### src/rtl/fc_binary_layer.sv
// Binary fully-connected layer: XNOR-popcount of a registered activation vector against
// streamed weight words, producing saturated Q8.8 class scores plus bias.
module fc_binary_layer #(
    parameter int unsigned IN_BITS = 64,
    parameter int unsigned WORD    = 16,
    parameter int unsigned OC      = 10,
    localparam int unsigned WPO    = IN_BITS / WORD,
    localparam int unsigned AW     = $clog2(OC * WPO)
) (
    input  logic                clk,
    input  logic                rst,
    input  logic                data_in_ready,
    input  logic [IN_BITS-1:0]  in_bits,
    input  logic signed [15:0]  bias [0:OC-1],
    output logic                w_en,
    output logic [AW-1:0]       w_addr,
    input  logic [WORD-1:0]     w_data,
    output logic signed [15:0]  out [0:OC-1],
    output logic                data_out_ready,
    output logic                busy
);

    localparam int unsigned KW = $clog2(WPO + 1);
    localparam int unsigned OW = (OC > 1) ? $clog2(OC) : 1;
    localparam int unsigned PW = 8;

    typedef enum logic [1:0] {StIdle, StLoad, StAcc, StDone} state_e;

    state_e                state_q, state_d;
    logic [OW-1:0]         o_q, o_d;
    logic [KW-1:0]         k_q, k_d;
    logic [PW-1:0]         acc_q, acc_d;
    logic [IN_BITS-1:0]    x_q;
    logic signed [15:0]    bias_q [0:OC-1];
    logic signed [15:0]    out_q  [0:OC-1];

    logic                  capture, write_out, clear_out;
    logic [WORD-1:0]       x_word;
    logic [PW-1:0]         pc_sum;
    logic signed [15:0]    bias_sel;
    logic signed [17:0]    s_val, v_val;
    logic signed [15:0]    sat;

    function automatic logic [PW-1:0] popcount(input logic [WORD-1:0] v);
        logic [PW-1:0] cnt;
        cnt = '0;
        for (int i = 0; i < WORD; i++) begin
            cnt = cnt + PW'(v[i]);
        end
        return cnt;
    endfunction

    // Weight data arrives one cycle after its address, so ACC cycle k scores word k-1.
    always_comb begin : datapath
        x_word = '0;
        for (int i = 0; i < WPO; i++) begin
            if (k_q == KW'(i + 1)) x_word = x_q[i*WORD +: WORD];
        end
        pc_sum = acc_q + popcount(~(x_word ^ w_data));
        bias_sel = '0;
        for (int i = 0; i < OC; i++) begin
            if (o_q == OW'(i)) bias_sel = bias_q[i];
        end
        s_val = $signed({{(18 - PW - 1){1'b0}}, pc_sum, 1'b0}) - $signed(18'(IN_BITS));
        v_val = (s_val <<< 8) + $signed({{2{bias_sel[15]}}, bias_sel});
        if (v_val > 18'sd32767) begin
            sat = 16'sh7FFF;
        end else if (v_val < -18'sd32768) begin
            sat = 16'sh8000;
        end else begin
            sat = v_val[15:0];
        end
    end

    always_comb begin : fsm
        state_d   = state_q;
        o_d       = o_q;
        k_d       = k_q;
        acc_d     = acc_q;
        capture   = 1'b0;
        write_out = 1'b0;
        clear_out = 1'b0;
        w_en      = 1'b0;
        w_addr    = '0;
        unique case (state_q)
            StIdle: begin
                if (data_in_ready) begin
                    capture = 1'b1;
                    state_d = StLoad;
                end
            end
            StLoad: begin
                o_d     = '0;
                k_d     = '0;
                acc_d   = '0;
                state_d = StAcc;
            end
            StAcc: begin
                if (k_q < KW'(WPO)) begin
                    w_en   = 1'b1;
                    w_addr = AW'(o_q) * AW'(WPO) + AW'(k_q);
                end
                if (k_q != '0) acc_d = pc_sum;
                if (k_q == KW'(WPO)) begin
                    write_out = 1'b1;
                    acc_d     = '0;
                    k_d       = '0;
                    if (o_q == OW'(OC - 1)) begin
                        state_d = StDone;
                    end else begin
                        o_d = o_q + 1'b1;
                    end
                end else begin
                    k_d = k_q + 1'b1;
                end
            end
            StDone: begin
            end
            default: state_d = StIdle;
        endcase
        // Dropping the input handshake aborts any job and is also how a new one is armed.
        if (!data_in_ready) begin
            state_d   = StIdle;
            o_d       = '0;
            k_d       = '0;
            acc_d     = '0;
            clear_out = 1'b1;
        end
    end

    always_ff @(posedge clk) begin
        if (rst) begin
            state_q <= StIdle;
            o_q     <= '0;
            k_q     <= '0;
            acc_q   <= '0;
            x_q     <= '0;
            for (int i = 0; i < OC; i++) begin
                bias_q[i] <= '0;
                out_q[i]  <= '0;
            end
        end else begin
            state_q <= state_d;
            o_q     <= o_d;
            k_q     <= k_d;
            acc_q   <= acc_d;
            if (capture) begin
                x_q    <= in_bits;
                bias_q <= bias;
            end
            for (int i = 0; i < OC; i++) begin
                if (clear_out) begin
                    out_q[i] <= '0;
                end else if (write_out && (o_q == OW'(i))) begin
                    out_q[i] <= sat;
                end
            end
        end
    end

    assign out            = out_q;
    assign data_out_ready = (state_q == StDone);
    assign busy           = (state_q == StLoad) || (state_q == StAcc);

endmodule

### config.mk
export PLATFORM = sky130hd
export DESIGN_NAME = fc_binary_layer
export DESIGN_NICKNAME = d
export VERILOG_FILES = /design/src/rtl/fc_binary_layer.sv
export SDC_FILE = /design/constraint.sdc
export NUM_CORES = 1
export LEC_CHECK = 0
export CAP_MARGIN = 0
export CORE_MARGIN = 3
export CORE_UTILIZATION = 40
export DETAILED_ROUTE_END_ITERATION = 12
export GPL_ROUTABILITY_DRIVEN = 0
export PLACE_DENSITY = 0.67
export SYNTH_ARGS = -nofsm -noshare
export SYNTH_HDL_FRONTEND = slang
export SYNTH_SLANG_ARGS = --single-unit
### constraint.sdc
create_clock -name clk -period 21 [get_ports clk]
set_input_delay 4.2 -clock clk [delete_from_list [all_inputs] [get_ports clk]]
set_output_delay 4.2 -clock clk [all_outputs]
set_load 0.03 [all_outputs]
==> results.toml <==
[cts]
cts.sinks = 401
root_buffer = "clkbuf_16"
clock_path_buffers = 3
clk_pin_slew_ns = 0.06
cts_buffers = 44
clkLatencyLatePin_ns = 0.60
cts_setup_buffers = 0
post_cts_hold_buffer_count = 0
htree_levels = 2
cts_tree = "done"
cts_resized = 0

[yosys]
yosysSeqAreaShare_pct = 47.49
syn_nets = 2390
ys.flop_type = "dfxtp_1"
syn_inst = 2101
ys_ff_latch = 401
netlist_area_mm2 = 0.01690
synth_edf_count = 0
synthDistinctLibCells = 60
async_reset_ff_share_pct = 0
avgSynthCellArea_um2 = 8.046
ys_warn_count = 0

[global_routing]
grt_max_degree = 109
antenna_found_initial = 2
gr-usage-all-layers_pct = 25.90
first_global_vias = 16010
grt_pass1_wl_um = 91020
grt_overflow_total = 0

[setup_path]
cp.required_ns = 21.43
cp_slowest_stage_delay_ns = 0.92
crit_top_cell = "fa_1"
crit_slowest_cell = "a21oi_1"
crit_path_end_kind = "flip-flop"
cp.arrival_ns = 11.46
critPathKind = "in2reg"
crit_fanout = 45
crit_family = "adder cells"
path_buf_inv = 5
start_kind = "input port"

[final_layout]
final_common_cell = "nand2_1"
nNetsFinal = 2706
mostFrequentLayoutCells = "nand2_1 (514), clkdlybuf4s50_1 (410), dfxtp_1 (401), a21oi_1 (379), o21ai_0 (163)"
area_growth_pct = 34.89
drive_above_1_share_pct = 5.707

[timing]
final.min_clock_period_ns = 11.03
post-route-period-util_pct = 52.53
fmax_ghz = 0.09064
clock_skew_ns = 0.03520
tightestPinTransition_ns = 1.152
hold_viol = 0
relSlewSlack_pct = 23.04
slew_viol_final = 0
setup_violations = 0
finalSetupTns_ns = 0
rsz0062_at_grt = "false"

[drt]
drt_iter0_markers = 1404
num_vias = 16480
vias_per_cell = 5.518
first_pass_iters = 9
drc = 0
routed_wl_um = 60470
wire_per_inst_um = 20.25
ant_nets = 0

[floorplanning]
coreArea_mm2 = 0.04129
fp.dieH_um = 211.6
rows = 74
die_x_um = 211.6
dieArea_mm2 = 0.04477
top_level_ports = 412
initial_core_util_pct = 40.94

[power_and_ir_drop]
power_uw = 1960
pwr-share-comb_pct = 16.6
clockPowerShare_pct = 42.3
p_sw_uw = 552.7
ir_worst_vdd_v = 0.00005418
p_per_area_mw_per_mm2 = 85.96
power_leakage_uw = 0.008496
swShare_pct = 28.20
pwr-share-seq_pct = 41.0
internal-power_uw = 1407

[placed_design]
dp_hpwl_um = 43480
port_buffers = 411

[worst_hold_path]
hold_class = "reg2reg"

[job]
maxCapViolCount = 0

[status]
outcome = "complete, no violations"
synthesized netlist by cell type, types with 4 or more instances:
cell type  number  share of area, %
ha_1           33               2.4
nor2b_1        10              0.37
o21a_1         16              0.71
xor2_1         15              0.78
o21ai_2        13              0.67
clkbuf_1      145               3.2
a21oi_1       379                11
buf_2           8              0.24
o21ai_0       163               4.8
o22ai_1        10              0.37
a21oi_2        14              0.73
a21o_1         12              0.53
nand2_1       515                11
nor3b_1         4              0.18
o211ai_1       21              0.93
a221oi_1        6              0.31
a222oi_1       21               1.2
inv_1          26              0.58
a31oi_1        10              0.37
nor3_1          9              0.27
a22oi_1        42               1.9
and2_1         12              0.44
o21ai_1        22              0.65
nand3_1        30              0.89
dfxtp_1       401                47
nor2_1         76               1.7
buf_6           4              0.27
fa_1           13               1.5
xnor2_1        14              0.73
a211oi_1        6              0.27
mux2i_1         8              0.47
and3_1          5              0.19
nand4_1         4              0.15
power groups by stage:
stage	registers, µW	logic [µW]	clock network, µW
floorplan	816	193	0
global placement	820	311	0
detailed placement	821	319	0
CTS	804	321	841
global route	807	354	874
finish	804	326	830
sequential cells by signal, summed over array words and instances (netlist names):
signal,count
state_q,2
o_q,4
acc_q,8
out,160
bias_q,160
k_q,3
x_q,64
metal layers:
metal,track usage [%],up-vias,routed length [µm]
met2,43.11,722,28430
met4,9.908,2,2244
li1,-,7887,-
met5,0,-,15
met1,32.32,7739,24430
met3,6.758,127,5346
worst register-to-register path, delay by kind of cell, from the launching register on:
family,cells,cell delay (ns)
compound gates,7,2.20
xor+xnor,6,1.12
fa+ha+maj,9,3.50
buf+inv,5,0.57
flops,1,0.36
simple gates,2,0.99
final timing paths:
check                                  from           to  slack [ns]  cells after the start
worst min-delay path            bias_q[153]  bias_q[153]        0.45                      2
worst max register to register       k_q[0]     out[108]       12.13                     29
worst min register to register  bias_q[153]  bias_q[153]        0.45                      2
worst max-delay path             w_data[10]     out[108]        9.97                     26
cell families after synthesis:
family	share of synthesized area [%]
buffers and inverters	4.411
adder cells (fa/ha/maj)	3.982
multiplexers	0.4737
AO/OA/AOI/OAI	25.50
flip-flops	47.49
XOR/XNOR	1.762
AND/OR/NAND/NOR	16.39
final cells by class:
type	instances	area (µm²)
well taps	532	665.6
clock inverters	21	314.1
inverters	26	97.59
repair buffers	431	4265
fillers	3787	18490
multi-input cells	1513	8165
diodes	1	2.502
clock buffers	61	1265
flip-flops and latches	401	8028
through the flow:
step                      util (%)  area [µm²]  worst slack [ns]  hold WS, ns  instances
after floorplan                  -       16910             10.90       0.4357       2101
after global placement       51.39       21220             9.663       0.4411       2903
after detailed placement     51.39       21220             9.455       0.4464       2903
after CTS                    55.21       22800             10.06       0.4544       2985
after global routing         55.22       22800             9.473       0.4671       2986
final                        55.22       22800             9.968       0.4542       2986
Note: power is estimated with default switching activity, not from simulation.
